[src/rtl/menu_ctrl.sv]
// menu_ctrl: SnakeWars top-level screen sequencer.
// Decodes button rises, walks MENU/SETTINGS/CONNECT/PLAY/RESULT/ERROR screens,
// drives the highlighted menu line, the banner text id and game start pulses.
// Ports:
//   clk, rst (async, active-low)
//   btn_up, btn_down, btn_enter : synchronized button levels
//   link_ok                     : UART peer link established (level)
//   game_end, game_result       : end-of-game pulse and outcome from the game core
//   screen, highlight, banner_text, start_single, start_multi, game_active : registered outputs
module menu_ctrl #(
  parameter int unsigned HOLD_CYCLES  = 32_500_000,
  parameter int unsigned CONN_TIMEOUT = 65_000_000
) (
  input  logic       clk,
  input  logic       rst,
  input  logic       btn_up,
  input  logic       btn_down,
  input  logic       btn_enter,
  input  logic       link_ok,
  input  logic       game_end,
  input  logic [1:0] game_result,
  output logic [2:0] screen,
  output logic [1:0] highlight,
  output logic [2:0] banner_text,
  output logic       start_single,
  output logic       start_multi,
  output logic       game_active
);

  localparam int unsigned CNT_W   = 27;
  localparam int unsigned HL_W    = 2;
  localparam int unsigned N_ITEMS = 3;

  localparam logic [CNT_W-1:0] HOLD_MAX  = CNT_W'(HOLD_CYCLES);
  localparam logic [CNT_W-1:0] CONN_LAST = CNT_W'(CONN_TIMEOUT - 1);
  localparam logic [HL_W-1:0]  HL_LAST   = HL_W'(N_ITEMS - 1);

  typedef enum logic [2:0] {
    S_MENU        = 3'd0,
    S_SETTINGS    = 3'd1,
    S_CONNECT     = 3'd2,
    S_PLAY_SINGLE = 3'd3,
    S_PLAY_MULTI  = 3'd4,
    S_RESULT      = 3'd5,
    S_ERROR       = 3'd6
  } screen_t;

  screen_t          state_q, state_d;
  logic [CNT_W-1:0] cnt_q, cnt_d;
  logic [HL_W-1:0]  hl_d;
  logic [2:0]       banner_d, result_text;
  logic             start_single_d, start_multi_d, game_active_d;
  logic             prev_up, prev_down, prev_enter, armed;
  logic             rise_up, rise_down, rise_enter;

  // Rises are masked on the first edge after reset so a button held through
  // reset release is absorbed into the prev registers instead of firing.
  assign rise_up    = armed & btn_up    & ~prev_up;
  assign rise_down  = armed & btn_down  & ~prev_down;
  assign rise_enter = armed & btn_enter & ~prev_enter;

  assign screen = state_q;

  // Outcome to banner id; code 3 is shown as a draw.
  always_comb begin
    result_text = 3'd7;
    case (game_result)
      2'd0:    result_text = 3'd5;
      2'd1:    result_text = 3'd6;
      default: result_text = 3'd7;
    endcase
  end

  // Next-state, counter and output decode.
  always_comb begin
    state_d        = state_q;
    hl_d           = highlight;
    cnt_d          = '0;
    start_single_d = 1'b0;
    start_multi_d  = 1'b0;

    case (state_q)
      S_MENU: begin
        if (rise_enter) begin
          case (highlight)
            2'd0: begin
              state_d        = S_PLAY_SINGLE;
              start_single_d = 1'b1;
            end
            2'd1:    state_d = S_CONNECT;
            default: state_d = S_SETTINGS;
          endcase
        end else if (rise_up && !rise_down) begin
          hl_d = (highlight == '0) ? HL_LAST : highlight - 2'd1;
        end else if (rise_down && !rise_up) begin
          hl_d = (highlight == HL_LAST) ? '0 : highlight + 2'd1;
        end
      end
      S_SETTINGS: begin
        if (rise_enter) state_d = S_MENU;
      end
      S_CONNECT: begin
        cnt_d = cnt_q + 1'b1;
        // A link arriving on the timeout cycle still starts the game.
        if (link_ok) begin
          state_d       = S_PLAY_MULTI;
          start_multi_d = 1'b1;
        end else if (rise_enter) begin
          state_d = S_MENU;
        end else if (cnt_q == CONN_LAST) begin
          state_d = S_ERROR;
        end
      end
      S_PLAY_SINGLE: begin
        if (game_end) state_d = S_RESULT;
      end
      S_PLAY_MULTI: begin
        if (game_end)      state_d = S_RESULT;
        else if (!link_ok) state_d = S_ERROR;
      end
      S_RESULT, S_ERROR: begin
        // Enter is only honoured once the hold counter has saturated.
        cnt_d = (cnt_q == HOLD_MAX) ? cnt_q : cnt_q + 1'b1;
        if (rise_enter && cnt_q == HOLD_MAX) state_d = S_MENU;
      end
      default: state_d = S_MENU;
    endcase

    if (state_d != state_q) cnt_d = '0;

    case (state_d)
      S_SETTINGS: banner_d = 3'd4;
      S_ERROR:    banner_d = 3'd3;
      S_RESULT:   banner_d = (state_q == S_RESULT) ? banner_text : result_text;
      default:    banner_d = 3'd0;
    endcase

    game_active_d = (state_d == S_PLAY_SINGLE) || (state_d == S_PLAY_MULTI);
  end

  // State and output registers.
  always_ff @(posedge clk or negedge rst) begin
    if (!rst) begin
      state_q      <= S_MENU;
      cnt_q        <= '0;
      highlight    <= '0;
      banner_text  <= '0;
      start_single <= 1'b0;
      start_multi  <= 1'b0;
      game_active  <= 1'b0;
      prev_up      <= 1'b0;
      prev_down    <= 1'b0;
      prev_enter   <= 1'b0;
      armed        <= 1'b0;
    end else begin
      state_q      <= state_d;
      cnt_q        <= cnt_d;
      highlight    <= hl_d;
      banner_text  <= banner_d;
      start_single <= start_single_d;
      start_multi  <= start_multi_d;
      game_active  <= game_active_d;
      prev_up      <= btn_up;
      prev_down    <= btn_down;
      prev_enter   <= btn_enter;
      armed        <= 1'b1;
    end
  end

endmodule

[config.mk]
export PLATFORM = sky130hd
export DESIGN_NAME = menu_ctrl
export DESIGN_NICKNAME = d
export VERILOG_FILES = /design/src/rtl/menu_ctrl.sv
export SDC_FILE = /design/constraint.sdc
export NUM_CORES = 1
export LEC_CHECK = 0
export BUFFER_PORTS_ARGS = -buffer_cell sky130_fd_sc_hd__buf_2
export CAP_MARGIN = 20
export CORE_ASPECT_RATIO = 1.75
export CORE_UTILIZATION = 50
export DETAILED_ROUTE_END_ITERATION = 16
export HOLD_SLACK_MARGIN = 0.1
export PLACE_DENSITY = 0.79
export SLEW_MARGIN = 20
export SYNTH_ARGS = -nofsm -noshare
export SYNTH_HDL_FRONTEND = slang
export SYNTH_SLANG_ARGS = --single-unit
[constraint.sdc]
create_clock -name clk -period 4.7 [get_ports clk]
set_input_delay 0.705 -clock clk [delete_from_list [all_inputs] [get_ports clk]]
set_output_delay 0.705 -clock clk [all_outputs]
set_load 0.005 [all_outputs]
# Word level (Yosys, flattened, before mapping)

Cells that the tools add are included.
W data, S select, Z words.

Reductions and logical operators: 12
Bitwise operators: 10
$add $sub $neg: 3
Eq/ne operators: 19
Mux-type cells: 26

Operators by type and width:

| operator                | number |
|---|---|
| $mux W27                | 2 |
| $pmux W27 S2            | 1 |
| $mux W3                 | 10 |
| $add A27 B1 Y27 const B | 1 |
| $eq A27 B25 Y1 const B  | 1 |
| $eq A27 B26 Y1 const B  | 1 |
| $eq A3 B3 Y1 const B    | 6 |
| $pmux W3 S6             | 1 |
| $eq A3 B2 Y1 const B    | 3 |
| $pmux W3 S3             | 1 |
| $mux W2                 | 4 |
| $pmux W2 S2             | 2 |
| $and A1 B1 Y1           | 6 |
| $eq A3 B1 Y1 const B    | 2 |
| $mux W1                 | 5 |
| $eq A2 B1 Y1 const B    | 2 |
| $logic_not A2 Y1        | 2 |
| $not A1 Y1              | 4 |
| $logic_and A1 B1 Y1     | 3 |
| $logic_not A3 Y1        | 1 |
| $ne A3 B3 Y1            | 1 |
| $ne A3 B3 Y1 const B    | 1 |
| $reduce_and A3 Y1       | 1 |
| $add A2 B1 Y2 const B   | 1 |
| 7 further kinds         | 8 |

Word-level logic and storage cells: 81
Bits in registers: 42
Bits of input ports: 9

# Depth between registers and ports, before layout

Depth in word-level cells: 7
Depth in mapped cells: 10

# Least setup slack after synthesis

OpenSTA, ideal clock, no wires.

Path type: input-to-reg
From: input port btn_enter
To: register cnt_q[2]
Library setup time: 0.120 ns
Buffers on the path: 2
Cell stages on the path: 8
Arrival: 2.066 ns
Setup slack: 2.514 ns
Cell sequence: nand3b_1 > nand4_1 > or4_1 > nand3b_1 > a21bo_2 > buf_6 > buf_6 > nor2_1

Word-level cells in the longest chain between the ends: 7
Elaborated cells between the ends (all ways): 12
Classes of those cells: eq/ne: 2; mux: 7; bitwise: 2; reduce/logical: 1

Ends and longest elaborated chain:

| what                                               | line     | RTL |
|---|---|---|
| start: declaration                                 | 18       | `input logic btn_enter,` |
| $and A1 B1 Y1 * (2 in series)                      | 60       | `assign rise_enter = armed & btn_enter & ~prev_enter;` |
| $mux W3 or $logic_and A1 B1 Y1 (tied branches)     | 108, 124 |  |
| $mux W3 (on tied branches)                         | 105, 124 |  |
| $pmux W3 S6 *                                      | 82       | `case (state_q)` |
| $ne A3 B3 Y1 *                                     | 129      | `if (state_d != state_q) cnt_d = '0;` |
| $ne A3 B3 Y1 (no line) or $mux W27 (tied branches) | -        |  |
| end signal: assignment                             | 157      | `cnt_q <= cnt_d;` |
| end: declaration                                   | 49       | `logic [CNT_W-1:0] cnt_q, cnt_d;` |

Mark *: on every way between the ends. The rest lies on a longest branch, timed or not.
A chain may end at the register's enable or synchronous reset.

# Final worst setup path

From: register cnt_q[0]
To: register cnt_q[3]

Word-level cells in the longest chain between the ends: 7
Elaborated cells between the ends (all ways): 14
Classes of those cells: add/sub: 1; eq/ne: 4; mux: 8; reduce/logical: 1

Ends and longest elaborated chain:

| what                                               | line | RTL |
|---|---|---|
| $eq A27 B26 Y1                                     | 110  | `end else if (cnt_q == CONN_LAST) begin` |
| $mux W3                                            | 110  |  |
| $mux W3                                            | 108  | `end else if (rise_enter) begin` |
| $mux W3                                            | 105  | `if (link_ok) begin` |
| $pmux W3 S6                                        | 82   |  |
| $ne A3 B3 Y1                                       | 129  |  |
| $ne A3 B3 Y1 (no line) or $mux W27 (tied branches) | -    |  |

Several ways; a longest one is shown, not always the timed one. The select of a mux whose other input is x is not followed.

==> flow_summary.yaml <==
status:
  status: "finished clean"
cells_and_area:
  final_common_cell: "dfrtp_1"
  design_area_sq_um: 2620
  n_antenna_cell: 0
  most-common-layout-cells: "42 x dfrtp_1, 38 x nor2_1, 22 x nand2_1"
  final_nets: 291
  drive_above_1_share_pct: 13.5
  area_growth_pct: 8.39
sta:
  hold_viol_final: 0
  fin_worst_skew_ps: 9.57
  finalCriticalPeriod_ps: 2490
  finalSetupViolCount: 0
  slew_viol_final: 0
  fin_tns_setup_ps: 0
  rsz0062_at_grt: "false"
  fin_crit_sh_pct: 52.9
  tightest_slew_ps: 923
  fin_ws_ps: 2210
  fmax_mhz: 402
  max_slew_margin_pct: 38.5
die:
  placementRows: 33
  die_area_sq_um: 5120
  start_util_pct: 51.8
  die_h_microns: 94.0
  ios: 20
  die_x_microns: 54.5
  core_sq_um: 4670
logic_synthesis:
  synth-edff-count: 0
  netlist_top_cells_area: "dfrtp_1 44%, nor2_1 5.9%, xor2_1 5.1%"
  synthArstFlopShare_pct: 100
  synth_seq_cells: 42
  syn_area_sq_um: 2420
  syn_inst: 256
  synth_cell_type_count: 51
  yosys.area.top_type: "dfrtp_1"
  synth_nets: 273
  yosysSeqAreaShare_pct: 43.5
  ys.flop_type: "dfrtp_1"
  synth_top_area_share_pct: 43.5
  syn_avg_cell_area_sq_um: 9.44
  yosysWarnings: 0
routing:
  drt_iter0_drc: 60
  totalWireLength_mm: 4.89
  route.detailed.drc: 0
  ant_nets: 0
  wl_per_cell_microns: 14.9
  vias: 1891
  route.detailed.vias_per_inst: 5.78
  drt-pass1-iter-count: 4
power_and_ir_drop:
  p_leak_nw: 1.10
  max-vdd-ir-drop_v: 0.000308
  powerDensity_nw_per_um2: 417
  total_power_w: 0.00109
cts:
  cts_made_buffers: 5
  ctsResizeCount: 0
  cts.htree.levels: 2
  cts_setup_buffers: 0
  cts_tree: "done"
  cts-root-buf: "clkbuf_8"
  cts_sinks: 42
  insertion_delay_ps: 300
  clockBufferDepth: 2
  clkTransAtPathRegs_ps: 80
  cts_hold_buf: 0
global_routing:
  grt_usage_pct: 21.2
  grt_max_degree: 43
  grt_pass1_wl_mm: 7.73
  grt_pass1_vias: 1773
  antenna_found_initial: 0
  grt-ovfl-total: 0
hold_path:
  whs_path_depth: 2
  min_path_type: "reg2reg"
placement:
  hpwlAfterDp_mm: 3.62
  dpl_cell_area_sq_um: 2520
  dp_slack_ps: 2090
  gp_congestion: 0.837
  io_buffers: 19
job:
  drv_cap: 0
worst_setup_path:
  start_kind: "register"
  cp.required_ps: 4860
  arrival_ps: 2650
  end_kind: "register"
  crit_fanout: 25
  crit_type: "reg2reg"
  reg2regPathDepth: 8
==> layout make-up <==
class / count / area (sq um)
repair buffers: 19 / 95.1
flip-flops and latches: 42 / 1050
fillers: 433 / 2050
clock inverters: 2 / 16.3
clock buffers: 6 / 82.6
well taps: 52 / 65.1
multi-input cells: 194 / 1260
inverters: 12 / 45.0
==> cell families (layout without fill, tap and decap cells) <==
family	count (synthesis)	count (layout)	synth area share, %
buffers and inverters	20	39	4.19
AND/OR/NAND/NOR	129	129	28.3
adder cells (fa/ha/maj)	8	8	4.14
multiplexers	3	3	1.24
other	1	1	0.155
flip-flops	42	42	43.5
XOR/XNOR	25	25	9.06
AO/OA/AOI/OAI	28	28	9.43
==> power breakdown <==
group | internal [W] | switching [W] | total [W]
sequential | 0.000403 | 0.0000675 | 0.000470
clock | 0.000121 | 0.000127 | 0.000248
combinational | 0.000152 | 0.000223 | 0.000375
total | 0.000675 | 0.000418 | 0.00109
==> layer usage <==
| layer | wire (microns) | GRT usage, % | vias to the layer above |
|---|---|---|---|
| li1 | - | - | 929 |
| met1 | 1860 | 21.1 | 910 |
| met2 | 2740 | 38.6 | 39 |
| met3 | 136 | 3.72 | 13 |
| met4 | 146 | 11.3 | 0 |
| met5 | 0 | 0 | - |
==> per-stage QoR <==
stage                     util (%)  instances  hold slack, ps
after floorplan                  -        256             409
after global placement        54.0        319             468
after detailed placement      54.0        319             484
after CTS                     56.1        327             504
after global routing          56.1        327             508
final                         56.1        327             499
==> sequential cells by signal (all words and copies together) (netlist names), 2 cells and up <==
signal       count
banner_text      3
cnt_q           27
highlight        2
screen           3
==> path summary, 6_finish.rpt <==
path	from	end	slack, ps
setup / recovery	cnt_q[0]	cnt_q[3]	2210
hold / removal	banner_text[1]	banner_text[1]	500
setup reg to reg	cnt_q[0]	cnt_q[3]	2210
hold reg to reg	banner_text[1]	banner_text[1]	500
max in group asynchronous	rst	screen[1]	3590
min in group asynchronous	rst	cnt_q[16]	530
==> Yosys cell counts, drive strengths merged, types with 4 or more instances <==
cell,number
and2,4
and4,5
buf,5
dfrtp,42
ha,8
inv,12
nand2,22
nand3,10
nand3b,5
nand4,11
nor2,38
nor2b,5
nor3,7
nor4,5
o21ai,8
xnor2,11
xor2,14
==> critical path, cell delays in order (launching register included) <==
cell	delay [ps]
dfrtp_1	420
inv_1	110
ha_1	170
nor4b_1	320
nand4_1	240
o31ai_1	310
a211oi_1	130
a21bo_2	520
nor2_1	110
No activity file was read; power rests on OpenSTA's default activity.
